===== src/rtl/led_sweep_monitor_pkg.sv =====
// Shared definitions for the LED sweep monitor.
// Holds the phase encoding, the FSM states and a helper that builds a sweep
// frame from a phase and a sweep index for any LED bus width up to MAX_LED.
package led_sweep_monitor_pkg;

  // Widest LED bus the frame helper can describe.
  localparam int MAX_LED = 64;

  typedef logic [MAX_LED-1:0] wide_frame_t;

  // Phase encoding as seen on the phase output.
  localparam logic [1:0] PH_CLR  = 2'd0;
  localparam logic [1:0] PH_UP   = 2'd1;
  localparam logic [1:0] PH_HOLD = 2'd2;
  localparam logic [1:0] PH_DOWN = 2'd3;

  typedef enum logic {
    ST_HUNT  = 1'b0,
    ST_TRACK = 1'b1
  } state_t;

  // Frame for a given phase and sweep index on an n_led wide bus.
  // CLR is all zeros; every other phase carries the marker bit (n_led-1).
  // UP and HOLD light a single sweep bit; DOWN lights every sweep bit from
  // the index up to the top of the sweep field.
  function automatic wide_frame_t sweep_frame(input int n_led, input logic [1:0] ph,
                                              input int p);
    wide_frame_t f;
    wide_frame_t one;
    f   = '0;
    one = wide_frame_t'(1);
    if (ph != PH_CLR) begin
      f = one << (n_led - 1);
      for (int i = 0; i < MAX_LED - 1; i++) begin
        if (i < n_led - 1) begin
          if ((ph == PH_DOWN && i >= p) || (ph != PH_DOWN && i == p)) begin
            f = f | (one << i);
          end
        end
      end
    end
    return f;
  endfunction

endpackage


===== src/rtl/led_sweep_expect.sv =====
// Expected-frame generator for the LED sweep monitor.
// Purely combinational: turns the current expectation (phase, sweep index,
// hold count) into the LED frame it stands for, and also works out which
// expectation follows it in the canonical lap.
// Ports:
//   phase     in   expected phase (PH_CLR/PH_UP/PH_HOLD/PH_DOWN)
//   pos       in   expected sweep index
//   hold      in   0 for the first HOLD frame, 1 for the second
//   frame     out  expected LED frame
//   nxt_phase out  phase of the frame that follows
//   nxt_pos   out  sweep index of the frame that follows
//   nxt_hold  out  hold count of the frame that follows
module led_sweep_expect #(
  parameter  int N_LED = 26,
  localparam int PW    = $clog2(N_LED - 1)
) (
  input  logic [1:0]       phase,
  input  logic [PW-1:0]    pos,
  input  logic             hold,
  output logic [N_LED-1:0] frame,
  output logic [1:0]       nxt_phase,
  output logic [PW-1:0]    nxt_pos,
  output logic             nxt_hold
);
  import led_sweep_monitor_pkg::*;

  // Top sweep index M.
  localparam logic [PW-1:0] POS_M = PW'(N_LED - 2);

  assign frame = N_LED'(sweep_frame(N_LED, phase, int'(pos)));

  // Successor of the current expectation. HOLD frames sit at index M and use
  // the hold count to tell the first repeat from the second.
  always_comb begin
    nxt_phase = phase;
    nxt_pos   = pos;
    nxt_hold  = hold;
    case (phase)
      PH_CLR: begin
        nxt_phase = PH_UP;
        nxt_pos   = '0;
        nxt_hold  = 1'b0;
      end
      PH_UP: begin
        if (pos == POS_M) begin
          nxt_phase = PH_HOLD;
          nxt_pos   = POS_M;
          nxt_hold  = 1'b0;
        end else begin
          nxt_pos = pos + 1'b1;
        end
      end
      PH_HOLD: begin
        if (!hold) begin
          nxt_hold = 1'b1;
        end else begin
          nxt_phase = PH_DOWN;
          nxt_pos   = POS_M - 1'b1;
          nxt_hold  = 1'b0;
        end
      end
      default: begin
        if (pos == '0) begin
          nxt_phase = PH_CLR;
        end else begin
          nxt_pos = pos - 1'b1;
        end
      end
    endcase
  end

endmodule


===== src/rtl/led_sweep_monitor.sv =====
// Receive-side checker for the running-LED sweep pattern.
// Hunts for an all-zero frame, then tracks the canonical lap frame by frame,
// reporting the phase and index of each matched frame, pulsing err on any
// deviation and counting errors (saturating) and completed laps (wrapping).
// All outputs are registered and describe the sample of the previous cycle.
// Ports:
//   clk       in   system clock
//   rst       in   synchronous active-high reset
//   sample_en in   led is evaluated only while this is high
//   led       in   observed LED vector (bit N_LED-1 is the marker)
//   locked    out  synchronised to the sequence
//   phase     out  phase of the last matched frame
//   pos       out  sweep index of the last matched frame
//   err       out  one-cycle pulse on a mismatch
//   err_cnt   out  saturating mismatch count
//   lap_cnt   out  wrapping completed-lap count
module led_sweep_monitor #(
  parameter  int N_LED = 26,
  parameter  int ERR_W = 8,
  parameter  int LAP_W = 16,
  localparam int PW    = $clog2(N_LED - 1)
) (
  input  logic             clk,
  input  logic             rst,
  input  logic             sample_en,
  input  logic [N_LED-1:0] led,
  output logic             locked,
  output logic [1:0]       phase,
  output logic [PW-1:0]    pos,
  output logic             err,
  output logic [ERR_W-1:0] err_cnt,
  output logic [LAP_W-1:0] lap_cnt
);
  import led_sweep_monitor_pkg::*;

  state_t           state_q, state_n;
  logic [1:0]       exp_phase_q, exp_phase_n;
  logic [PW-1:0]    exp_pos_q, exp_pos_n;
  logic             exp_hold_q, exp_hold_n;
  logic [1:0]       phase_q, phase_n;
  logic [PW-1:0]    pos_q, pos_n;
  logic             err_q, err_n;
  logic [ERR_W-1:0] err_cnt_q, err_cnt_n;
  logic [LAP_W-1:0] lap_cnt_q, lap_cnt_n;

  logic [N_LED-1:0] exp_frame;
  logic [1:0]       nxt_phase;
  logic [PW-1:0]    nxt_pos;
  logic             nxt_hold;

  led_sweep_expect #(
    .N_LED(N_LED)
  ) u_expect (
    .phase    (exp_phase_q),
    .pos      (exp_pos_q),
    .hold     (exp_hold_q),
    .frame    (exp_frame),
    .nxt_phase(nxt_phase),
    .nxt_pos  (nxt_pos),
    .nxt_hold (nxt_hold)
  );

  // State, expectation and report registers; reset wins over sample_en.
  always_ff @(posedge clk) begin
    if (rst) begin
      state_q     <= ST_HUNT;
      exp_phase_q <= PH_CLR;
      exp_pos_q   <= '0;
      exp_hold_q  <= 1'b0;
      phase_q     <= PH_CLR;
      pos_q       <= '0;
      err_q       <= 1'b0;
      err_cnt_q   <= '0;
      lap_cnt_q   <= '0;
    end else begin
      state_q     <= state_n;
      exp_phase_q <= exp_phase_n;
      exp_pos_q   <= exp_pos_n;
      exp_hold_q  <= exp_hold_n;
      phase_q     <= phase_n;
      pos_q       <= pos_n;
      err_q       <= err_n;
      err_cnt_q   <= err_cnt_n;
      lap_cnt_q   <= lap_cnt_n;
    end
  end

  // Next-state logic. Everything holds while sample_en is low. A Z frame
  // always (re)locks, whether seen while hunting or as a mismatch while
  // tracking; a matched Z while tracking can only follow D(0), so it closes
  // a lap.
  always_comb begin
    state_n     = state_q;
    exp_phase_n = exp_phase_q;
    exp_pos_n   = exp_pos_q;
    exp_hold_n  = exp_hold_q;
    phase_n     = phase_q;
    pos_n       = pos_q;
    err_n       = 1'b0;
    err_cnt_n   = err_cnt_q;
    lap_cnt_n   = lap_cnt_q;
    if (sample_en) begin
      case (state_q)
        ST_HUNT: begin
          if (led == '0) begin
            state_n     = ST_TRACK;
            exp_phase_n = PH_UP;
            exp_pos_n   = '0;
            exp_hold_n  = 1'b0;
            phase_n     = PH_CLR;
            pos_n       = '0;
          end
        end
        default: begin
          if (led == exp_frame) begin
            phase_n     = exp_phase_q;
            pos_n       = exp_pos_q;
            exp_phase_n = nxt_phase;
            exp_pos_n   = nxt_pos;
            exp_hold_n  = nxt_hold;
            if (exp_phase_q == PH_CLR) begin
              lap_cnt_n = lap_cnt_q + 1'b1;
            end
          end else begin
            err_n = 1'b1;
            if (err_cnt_q != '1) begin
              err_cnt_n = err_cnt_q + 1'b1;
            end
            if (led == '0) begin
              exp_phase_n = PH_UP;
              exp_pos_n   = '0;
              exp_hold_n  = 1'b0;
              phase_n     = PH_CLR;
              pos_n       = '0;
            end else begin
              state_n = ST_HUNT;
            end
          end
        end
      endcase
    end
  end

  assign locked  = (state_q == ST_TRACK);
  assign phase   = phase_q;
  assign pos     = pos_q;
  assign err     = err_q;
  assign err_cnt = err_cnt_q;
  assign lap_cnt = lap_cnt_q;

endmodule


===== config.mk =====
export PLATFORM = sky130hd
export DESIGN_NAME = led_sweep_monitor
export DESIGN_NICKNAME = d
export VERILOG_FILES = /design/src/rtl/led_sweep_monitor_pkg.sv /design/src/rtl/led_sweep_expect.sv /design/src/rtl/led_sweep_monitor.sv
export SDC_FILE = /design/constraint.sdc
export NUM_CORES = 1
export LEC_CHECK = 0
export CORE_UTILIZATION = 60
export CTS_BUF_LIST = sky130_fd_sc_hd__clkbuf_4
export DETAILED_ROUTE_END_ITERATION = 10
export PLACE_DENSITY_LB_ADDON = 0.2
export RECOVER_POWER = 100
export SYNTH_ARGS = -nofsm -noshare
export SYNTH_HDL_FRONTEND = slang
export SYNTH_SLANG_ARGS = --single-unit
export TNS_END_PERCENT = 5

===== constraint.sdc =====
create_clock -name clk -period 8.6 [get_ports clk]
set_clock_uncertainty 0.15 [all_clocks]
set_input_delay 1.29 -clock clk [delete_from_list [all_inputs] [get_ports clk]]
set_output_delay 1.29 -clock clk [all_outputs]
set_load 0.02 [all_outputs]

==> impl_summary.log, run 1 <==
INFO  metric vdd.ir_drop.worst = ~0.13 mV
INFO  metric violations = max-capacitance violations, max-slew violations
INFO  metric avgRoutedWirePerCell = about 20 microns
INFO  metric boundaryPins = 62
INFO  metric clock_sinks = 41
INFO  metric clock-root-buffer = sky130_fd_sc_hd__clkbuf_4
INFO  metric grt_setup_unrepaired = no
INFO  metric timing.critical_path.from = exp_pos_q[0]$_SDFFE_PP0P_
INFO  metric crit-reg2reg-capture = lap_cnt[1]$_SDFFE_PP0P_
INFO  metric globalRouteOverflowTotal = 0
INFO  metric fin_crit_sh = 59.6%
INFO  metric timing.hold.worst.class = reg2reg
INFO  metric timing.hold.worst.start = phase[0]$_SDFFE_PP0P_
INFO  metric first_pass_iters = 5
INFO  metric synth_nets = 526
INFO  metric finalWeightedCongestion = 1.02
INFO  metric route.detailed.drc = 0
INFO  metric antenna_found_initial = 0
INFO  metric power.switching_fraction = a little over a quarter
INFO  metric yosys-top-cells-area = sky130_fd_sc_hd__dfxtp_1 (23%), sky130_fd_sc_hd__a21oi_1 (5.5%), sky130_fd_sc_hd__ha_1 (4.5%)
INFO  metric netlist_instances = between 400 and 500
INFO  metric worstPathArrival = around 5200 ps
INFO  metric synth_top_cell_by_area = sky130_fd_sc_hd__dfxtp_1
INFO  metric path_max_fanout = 23
INFO  metric synth.area.mux_share = approximately 3.0%
INFO  metric power_density = 76.1 nW/um^2
INFO  metric preCtsSetupSlack = 3360 ps
INFO  metric hold-path-cell-count = 2
INFO  metric chipWidth = around 80 microns
INFO  metric cp_data_required_time = approximately 8700 ps
INFO  metric layout_min_cycle_time = between 5000 and 6000 ps
INFO  metric outcome = finished, violations left
INFO  metric synth-adder-area-share = between 4 and 5%
INFO  metric syn_area_per_cell = 7.53 sq um
INFO  metric max_cap_viol_count = 1
INFO  metric ratio_of_cells_with_drive_above_1_in_the_final_layout = 6.67%
INFO  metric power.internal = approximately 0.24 mW
INFO  metric timing_worst_setup_path_type = reg2reg
INFO  metric io_buffer_count = 61
INFO  metric synth-main-ff-cell = sky130_fd_sc_hd__dfxtp_1
INFO  metric grt_max_degree = 44
INFO  metric hold-worst-slack = 330 ps
INFO  metric post_synth_design_cell_area = 3640 sq um
INFO  metric final_layout_net_count = ~570
INFO  metric final-max-slew-violation-count = 11
INFO  metric part_of_the_total_power_dissipated_in_sequential_elements = 58.5%
INFO  metric area_growth = 17.1%
INFO  metric cts_htree_levels = 2
INFO  metric die-height = 79.9 microns
INFO  metric synth_enable_flop_cells = 0
INFO  metric first_global_vias = approximately 3800
INFO  metric post_synth_and_or_nand_nor_area_fraction = 35.6%
INFO  metric synth_top_cells_by_count = sky130_fd_sc_hd__dfxtp_1 (41), sky130_fd_sc_hd__nand2_1 (41), sky130_fd_sc_hd__a21oi_1 (40)
INFO  metric filler_cell_count = between 400 and 500
INFO  metric clock_share_of_power = ~29%
INFO  metric finalSetupViolCount = 0
INFO  metric synth-async-reset-ratio = 0%
INFO  metric detailedRoute.firstIterationViolations = 501
INFO  metric synthDistinctLibCells = 75
INFO  metric cts-buffers-inserted = 5
INFO  metric number_of_setup_buffers_added_after_cts = 0
INFO  metric grt_first_pass_wirelength = 18800 microns
INFO  metric netSwitchingPower = 0.0853 mW
INFO  metric synth-seq-area-share = 22.5%
INFO  metric floorplan.die_area = between 6000 and 7000 sq um
INFO  metric number_of_hold_slack_violations_in_the_final_timing_report = 0
INFO  metric worstSetupStartpointType = flop
INFO  metric combinational_share_of_power = about an eighth
INFO  metric min_delay_worst_endpoint = phase[0]$_SDFFE_PP0P_
INFO  metric type_of_destination_of_the_critical_path = flop
INFO  metric routed_wirelength = 12100 microns
INFO  metric cts-root-to-sink-buffers = 2
INFO  metric cts-resized-gates = 0
INFO  metric main_combinational_cell_family_by_area_after_synthesis = simple AND/OR/NAND/NOR gates
INFO  metric r2r_cells = 10
INFO  metric gr_util_all_layers = 38.1%
INFO  metric worst_slew_pin_slew = 1520 ps
INFO  metric rows = 28
INFO  metric detail-route-antenna-nets = 0
INFO  metric antennaDiodeCount = 0
INFO  metric yosysWarningCount = 0
INFO  metric post-route-util = 72.5%
INFO  metric cts_hold_buf = 0
INFO  metric initial_core_util = 61.9%
INFO  metric post-dp-hpwl = slightly below 9000 microns
INFO  metric timing.final.ws_setup = 3480 ps
INFO  metric regToRegStartpoint = exp_pos_q[0]$_SDFFE_PP0P_
INFO  metric cts_tree = built
INFO  metric vias = about 4200
INFO  metric synth_top_area_share = 22.5%
INFO  metric insertion_delay_of_the_later_clocked_pin_in_the_worst_skew_pair = around 360 ps
INFO  metric ff2ff_setup_slack = about 3500 ps
INFO  metric ys_seq_elements = 41
INFO  metric max_slew_margin = -2.37%
INFO  metric clkTransAtPathRegs = 140 ps
INFO  metric p_leak = 1.54 nW
INFO  metric finalSetupTns = 0 ps
INFO  metric vias_per_cell = 7.03
INFO  metric core_area = 5890 sq um
INFO  metric yosys.area_share.xor_xnor = ~1.4%
INFO  metric maxClockFrequency = around 0.2 GHz
INFO  metric synth_compound_area_share = 27.5%
[routing by layer]
layer	vias up	wire length, microns	track usage [%]
li1	1953	-	-
met1	1961	4810	47.4
met2	246	5650	62.6
met3	57	976	5.37
met4	0	650	21.3
met5	-	0	0
[through the flow]
stage                     power, mW  cells  cell area, sq um
final                         0.324    600              4270
after global routing          0.334    600              4270
after CTS                     0.324    600              4300
after detailed placement      0.234    592              4250
after global placement        0.234    592              4250
after floorplan               0.210    484              3640
[flip-flops by register name (all words and copies together) (netlist names)]
signal / count
locked: 1
exp_pos_q: 5
phase: 2
lap_cnt: 16
err: 1
exp_phase_q: 2
err_cnt: 8
exp_hold_q: 1
pos: 5
[area by class of cell]
cell class	instances	area, sq um	area share [%]
clock buffer	5	37.5	0.880
clock inverter	3	12.5	0.293
inverter	15	56.3	1.32
multi-input combinational	395	2600	60.9
sequential	41	821	19.2
tap	75	93.8	2.20
timing repair buffer	66	648	15.2
[power by group through the flow]
stage | Combinational, mW | Clock (mW) | Sequential [mW]
4_1_cts | 0.0398 | 0.0941 | 0.190
3_3_place_gp | 0.0397 | 0 | 0.194
2_1_floorplan | 0.0158 | 0 | 0.194
5_1_grt | 0.0431 | 0.101 | 0.190
3_5_place_dp | 0.0395 | 0 | 0.194
6_report | 0.0406 | 0.0940 | 0.190
[critical path: stages (launching register included)]
cell                        delay [ps]
sky130_fd_sc_hd__dfxtp_1           920
sky130_fd_sc_hd__inv_1             220
sky130_fd_sc_hd__ha_1              390
sky130_fd_sc_hd__nor4bb_1          190
sky130_fd_sc_hd__a211oi_1          600
sky130_fd_sc_hd__o22ai_1           190
sky130_fd_sc_hd__a2111oi_0         430
sky130_fd_sc_hd__nand4_1           220
sky130_fd_sc_hd__nor4_1           1270
sky130_fd_sc_hd__a21oi_1           190
sky130_fd_sc_hd__a41o_1            250
[kinds of logic (layout without fill, tap and decap cells)]
| kind of cell | count (synthesis) | in the layout |
|---|---|---|
| AOI/OAI and AO/OA | 148 | 148 |
| xor gates and xnor gates | 6 | 6 |
| adders and majority gates | 13 | 13 |
| buffers and inverters | 48 | 89 |
| DFF | 41 | 41 |
| muxes | 10 | 10 |
| and+or+nand+nor | 218 | 218 |
[how the worst max path moves through the flow]
| stage | to | cells after the start |
|---|---|---|
| detailed placement | lap_cnt[4]$_SDFFE_PP0P_ | 9 |
| global route | lap_cnt[1]$_SDFFE_PP0P_ | 10 |
| global placement | lap_cnt[4]$_SDFFE_PP0P_ | 9 |
| CTS | lap_cnt[4]$_SDFFE_PP0P_ | 9 |
| finish | lap_cnt[1]$_SDFFE_PP0P_ | 10 |
| floorplan | err_cnt[6]$_SDFFE_PP0P_ | 14 |
[cell usage in the layout (no fill, tap or decap), drive strengths merged, types with 4 or more instances in the layout]
cell | synthesis | layout
a211oi | 6 | 6
a31oi | 5 | 5
clkdlybuf4s50 | 0 | 28
a22oi | 5 | 5
nand4 | 15 | 15
dlygate4sd3 | 0 | 33
mux2 | 7 | 7
o21a | 6 | 6
and2 | 5 | 5
nor2 | 29 | 29
o21ai | 26 | 26
nand3 | 24 | 24
o31ai | 6 | 6
a221o | 4 | 4
and3 | 8 | 8
dfxtp | 41 | 41
ha | 13 | 13
a21oi | 40 | 40
nor2b | 9 | 9
clkbuf | 21 | 5
a22o | 4 | 4
or4 | 9 | 9
nand2b | 4 | 4
or3 | 15 | 15
o22ai | 5 | 5
inv | 15 | 15
nor3 | 6 | 6
xnor2 | 4 | 4
nand2 | 41 | 41
a21boi | 5 | 5
nor4 | 16 | 16
or2 | 4 | 4
nor4b | 4 | 4
and4 | 8 | 8
buf | 12 | 5
nor3b | 4 | 4
No activity file was read; power rests on OpenSTA's default activity.
==> inputs of run 2 (changes only) <==
CORE_UTILIZATION = 56   (was 60)
clock period = 4.9 ns   (was 8.6 ns; I/O delays follow)
==> impl_summary.log, run 2 (synthesis results as in run 1) <==
INFO  metric timing_worst_setup_path_type = reg2reg
INFO  metric area.sequential = 821 sq um
INFO  metric post-dp-hpwl = around 8900 microns
INFO  metric detailedRoute.firstIterationViolations = roughly 400
INFO  metric cp_data_required_time = 5040 ps
INFO  metric ratio_of_cells_with_drive_above_1_in_the_final_layout = 8.27%
INFO  metric chipWidth = 82.7 microns
INFO  metric finish.instance_area = 4380 sq um
INFO  metric floorplan.die_area = 6830 sq um
INFO  metric cts_tree = built
INFO  metric worst_slew_pin_slew = 991 ps
INFO  metric cts_hold_buf = 0
INFO  metric finalSetupTns = 0 ps
INFO  metric finalSetupViolCount = 0
INFO  metric area_growth = 20.1%
INFO  metric avgRoutedWirePerCell = 19.5 microns
INFO  metric maxClockFrequency = 0.221 GHz
INFO  metric combinational_share_of_power = 10.5%
INFO  metric core_area = 6310 sq um
INFO  metric worstPathArrival = 4660 ps
INFO  metric clock_share_of_power = 40.3%
INFO  metric routed_wirelength = 11900 microns
INFO  metric finish.cell_count_without_fillers = ~600
INFO  metric dpl-instance-area = approximately 4300 sq um
INFO  metric cts-resized-gates = 0
INFO  metric type_of_destination_of_the_critical_path = flop
INFO  metric detail-route-antenna-nets = 0
INFO  metric cts-root-to-sink-buffers = 2
INFO  metric route.detailed.drc = 0
INFO  metric grt_setup_unrepaired = no
INFO  metric clock_sinks = 41
INFO  metric max_slew_margin = roughly a third
INFO  metric insertion_delay_of_the_later_clocked_pin_in_the_worst_skew_pair = 360 ps
INFO  metric gr_util_all_layers = 35.3%
INFO  metric path_max_fanout = 21
INFO  metric p_leak = 1.60 nW
INFO  metric grt_max_degree = 43
INFO  metric io_buffer_count = 61
INFO  metric fin_crit_sh = 92.3%
INFO  metric vias = ~4100
INFO  metric outcome = completed
INFO  metric rows = 29
INFO  metric globalRouteOverflowTotal = 0
INFO  metric part_of_the_total_power_dissipated_in_sequential_elements = 49.2%
INFO  metric worstSetupStartpointType = flop
INFO  metric first_pass_iters = 5
INFO  metric number_of_hold_slack_violations_in_the_final_timing_report = 0
INFO  metric die-height = 82.7 microns
INFO  metric finalWeightedCongestion = 1.00
INFO  metric initial_core_util = 57.7%
INFO  metric dp_cells = 601
INFO  metric netSwitchingPower = about 0.15 mW
INFO  metric power.internal = 0.526 mW
INFO  metric final_layout_net_count = 573
INFO  metric vdd.ir_drop.worst = 0.376 mV
INFO  metric number_of_setup_buffers_added_after_cts = 0
INFO  metric power.switching_fraction = 22.4%
INFO  metric antennaDiodeCount = 0
INFO  metric flip_flop_count_of_the_largest_register_after_layout = 16
INFO  metric boundaryPins = 62
INFO  metric first_global_vias = 3676
INFO  metric clkTransAtPathRegs = 140 ps
INFO  metric cts-buffers-inserted = 5
INFO  metric filler_cell_count = about 530
INFO  metric timing.hold.worst.class = reg2reg
INFO  metric antenna_found_initial = 0
INFO  metric power_density = 155 nW/um^2
INFO  metric final_cell_mix = sky130_fd_sc_hd__nand2_1 (41), sky130_fd_sc_hd__dfxtp_1 (41), sky130_fd_sc_hd__a21oi_1 (40)
INFO  metric vias_per_cell = 6.79
INFO  metric clock-root-buffer = sky130_fd_sc_hd__clkbuf_4
INFO  metric max_cap_viol_count = 0
INFO  metric final-max-slew-violation-count = 0
INFO  metric cts_htree_levels = 2
INFO  metric multi_input_area = between 2000 and 3000 sq um
INFO  metric layout_min_cycle_time = roughly 4500 ps
INFO  metric grt_first_pass_wirelength = 18300 microns
==> run 2: critical path, cell delays in order (launching register included) <==
cell,delay [ps]
sky130_fd_sc_hd__dfxtp_1,490
sky130_fd_sc_hd__ha_1,660
sky130_fd_sc_hd__buf_4,310
sky130_fd_sc_hd__nor2b_1,370
sky130_fd_sc_hd__a21oi_1,180
sky130_fd_sc_hd__xnor2_1,160
sky130_fd_sc_hd__o32ai_1,560
sky130_fd_sc_hd__and4_1,400
sky130_fd_sc_hd__nand4_1,360
sky130_fd_sc_hd__clkbuf_1,320
sky130_fd_sc_hd__or3_1,360
sky130_fd_sc_hd__a21oi_1,140
==> run 2: final timing paths <==
path | start | endpoint | slack (ps) | cells past startpoint
min | pos[3]$_SDFFE_PP0P_ | pos[3]$_SDFFE_PP0P_ | 330 | 2
min reg2reg | pos[3]$_SDFFE_PP0P_ | pos[3]$_SDFFE_PP0P_ | 330 | 2
max | exp_phase_q[0]$_SDFFE_PP0P_ | lap_cnt[0]$_SDFFE_PP0P_ | 380 | 11
max reg2reg | exp_phase_q[0]$_SDFFE_PP0P_ | lap_cnt[0]$_SDFFE_PP0P_ | 380 | 11
==> run 2: per-stage QoR <==
stage                     total power [mW]  setup slack [ps]  hold slack (ps)  util, %
after floorplan                      0.368               965              301        -
after global placement               0.411               636              311     68.1
after detailed placement             0.411               566              310     68.1
after CTS                            0.681               589              334     69.7
after global routing                 0.701               121              342     69.3
final                                0.677               379              327     69.3
==> run 2: cell type report <==
| cell class | count | share of cell area (%) |
|---|---|---|
| Multi-Input combinational cell | 395 | 59.5 |
| Sequential cell | 41 | 18.8 |
| Timing Repair Buffer | 73 | 15.9 |
| Tap cell | 77 | 2.20 |
| Clock inverter | 3 | 1.49 |
| Inverter | 15 | 1.29 |
| Clock buffer | 5 | 0.858 |
==> run 2: layer usage <==
layer / track usage (%) / vias to the layer above / wire length [microns]
li1: - / 1971 / -
met2: 60.5 / 228 / 5710
met3: 4.51 / 46 / 841
met1: 43.7 / 1891 / 4890
met5: 0 / - / 0
met4: 15.9 / 0 / 464
==> run 2: power groups by stage <==
stage / combinational, mW / clock (mW) / sequential (mW)
floorplan: 0.0277 / 0 / 0.341
global placement: 0.0706 / 0 / 0.341
detailed placement: 0.0699 / 0 / 0.341
CTS: 0.0704 / 0.277 / 0.333
global route: 0.0757 / 0.292 / 0.333
finish: 0.0714 / 0.273 / 0.333
==> inputs of run 3 (changes only) <==
CORE_ASPECT_RATIO = 0.6   (was unset)
==> impl_summary.log, run 3 (synthesis results as in run 1) <==
INFO  metric outcome = completed
INFO  metric ratio_of_cells_with_drive_above_1_in_the_final_layout = 7.74%
INFO  metric cp_data_required_time = between 5000 and 6000 ps
INFO  metric floorplan.die_area = 6840 sq um
INFO  metric worstSetupStartpointType = flop
INFO  metric maxClockFrequency = 0.221 GHz
INFO  metric routed_wirelength = 12900 microns
INFO  metric cts-resized-gates = 0
INFO  metric initial_core_util = 58.8%
INFO  metric max_cap_viol_count = 0
INFO  metric p_leak = 1.59 nW
INFO  metric detailedRoute.firstIterationViolations = between 500 and 600
INFO  metric antennaDiodeCount = 0
INFO  metric cts_hold_buf = 0
INFO  metric timing.final.ws_setup = 385 ps
INFO  metric first_pass_iters = 6
INFO  metric globalRouteOverflowTotal = 0
INFO  metric antenna_found_initial = 0
INFO  metric max_stage_delay = between 700 and 800 ps
INFO  metric timing.hold.worst.class = reg2reg
INFO  metric path_cells = ha_1, buf_4, a21boi_0, nor2_1, mux2_1, nor4_1, and4_1, a41oi_1, a211oi_1, a22o_1
INFO  metric avgRoutedWirePerCell = around 21 microns
INFO  metric flip_flop_count_of_the_largest_register_after_layout = 16
INFO  metric detail-route-antenna-nets = 0
INFO  metric final_cell_mix = sky130_fd_sc_hd__nand2_1 (41), sky130_fd_sc_hd__dfxtp_1 (41), sky130_fd_sc_hd__a21oi_1 (40)
INFO  metric boundaryPins = 62
INFO  metric part_of_the_total_power_dissipated_in_sequential_elements = a little under three fifths
INFO  metric route.detailed.drc = 0
INFO  metric timing.critical_path.slowest_stage_cell = sky130_fd_sc_hd__ha_1
INFO  metric power_density = 138 nW/um^2
INFO  metric first_global_vias = 3717
INFO  metric vias_per_cell = 7.02
INFO  metric cts_htree_levels = 2
INFO  metric cts-buffers-inserted = 5
INFO  metric power.internal = 0.442 mW
INFO  metric final-max-slew-violation-count = 0
INFO  metric grt_max_degree = 43
INFO  metric grt_first_pass_wirelength = 20300 microns
INFO  metric combinational_share_of_power = between 10% and 20%
INFO  metric cts_tree = built
INFO  metric gr_util_all_layers = about two fifths
INFO  metric fin_crit_sh = 92.1%
INFO  metric layout_min_cycle_time = about 4500 ps
INFO  metric insertion_delay_of_the_later_clocked_pin_in_the_worst_skew_pair = 380 ps
INFO  metric number_of_hold_slack_violations_in_the_final_timing_report = 0
INFO  metric clock-root-buffer = sky130_fd_sc_hd__clkbuf_4
INFO  metric final_layout_net_count = 571
INFO  metric grt_setup_unrepaired = no
INFO  metric cts-root-to-sink-buffers = 2
INFO  metric finalWeightedCongestion = 1.04
INFO  metric preCtsSetupSlack = 528 ps
INFO  metric area_growth = 19.0%
INFO  metric core_area = between 6000 and 7000 sq um
INFO  metric power.switching_fraction = 26.2%
INFO  metric path_max_fanout = 26
INFO  metric worstPathArrival = approximately 4700 ps
INFO  metric chipWidth = about 110 microns
INFO  metric vias = around 4300
INFO  metric clock_share_of_power = 31.9%
INFO  metric vdd.ir_drop.worst = 0.143 mV
INFO  metric finalSetupTns = 0 ps
INFO  metric clock_sinks = 41
INFO  metric clkTransAtPathRegs = 120 ps
INFO  metric worst_slew_pin_slew = about 1100 ps
INFO  metric netSwitchingPower = 0.157 mW
INFO  metric timing_worst_setup_path_type = reg2reg
INFO  metric post-dp-hpwl = 9780 microns
INFO  metric rows = 22
INFO  metric max_slew_margin = 25.9%
INFO  metric type_of_destination_of_the_critical_path = flop
INFO  metric finalSetupViolCount = 0
INFO  metric number_of_setup_buffers_added_after_cts = 0
INFO  metric io_buffer_count = 61
INFO  metric die-height = 64.5 microns
-- run 3: path summary, 6_finish.rpt --
check | from | end | slack (ps) | depth (start not counted)
hold reg to reg | pos[0]$_SDFFE_PP0P_ | pos[0]$_SDFFE_PP0P_ | 340 | 2
setup reg to reg | exp_phase_q[0]$_SDFFE_PP0P_ | exp_pos_q[1]$_SDFFE_PP0P_ | 390 | 10
hold / removal | pos[0]$_SDFFE_PP0P_ | pos[0]$_SDFFE_PP0P_ | 340 | 2
setup / recovery | exp_phase_q[0]$_SDFFE_PP0P_ | exp_pos_q[1]$_SDFFE_PP0P_ | 390 | 10
-- run 3: worst max-delay path, delay by kind of cell (launching register included) --
family	cells	cell delay, ps
buf+inv	1	340
simple gates	3	870
mux	1	410
compound gates	4	1460
fa+ha+maj	1	750
flops	1	460
-- run 3: per-stage QoR --
| stage | hold WS, ps | instances | area [sq um] | total power, mW | util (%) |
|---|---|---|---|---|---|
| 2_1_floorplan | 301 | 484 | 3640 | 0.368 | - |
| 3_3_place_gp | 307 | 606 | 4290 | 0.413 | 69.3 |
| 3_5_place_dp | 322 | 606 | 4290 | 0.412 | 69.3 |
| 4_1_cts | 339 | 614 | 4350 | 0.598 | 70.3 |
| 5_1_grt | 357 | 614 | 4340 | 0.618 | 70.0 |
| 6_report | 337 | 614 | 4340 | 0.599 | 70.0 |
-- run 3: cell type report --
| class | count | area (sq um) |
|---|---|---|
| repair buffers | 71 | 682 |
| fillers | 525 | 1860 |
| inverters | 15 | 56.3 |
| flip-flops and latches | 41 | 821 |
| multi-input cells | 395 | 2610 |
| clock buffers | 8 | 60.1 |
| well taps | 84 | 105 |
-- run 3: power by group through the flow --
stage | Clock [mW] | Combinational [mW] | Sequential (mW)
after floorplan | 0 | 0.0277 | 0.341
after detailed placement | 0 | 0.0716 | 0.341
after CTS | 0.193 | 0.0721 | 0.333
final | 0.191 | 0.0747 | 0.333
after global placement | 0 | 0.0722 | 0.341
after global routing | 0.206 | 0.0788 | 0.333
-- run 3: per-layer routing --
layer / vias up / global-route usage (%) / wire length, microns
met5: - / 5.56 / 22
met4: 2 / 8.33 / 145
met3: 24 / 14.3 / 1970
met2: 301 / 52.6 / 5070
met1: 2021 / 57.5 / 5730
li1: 1960 / - / -
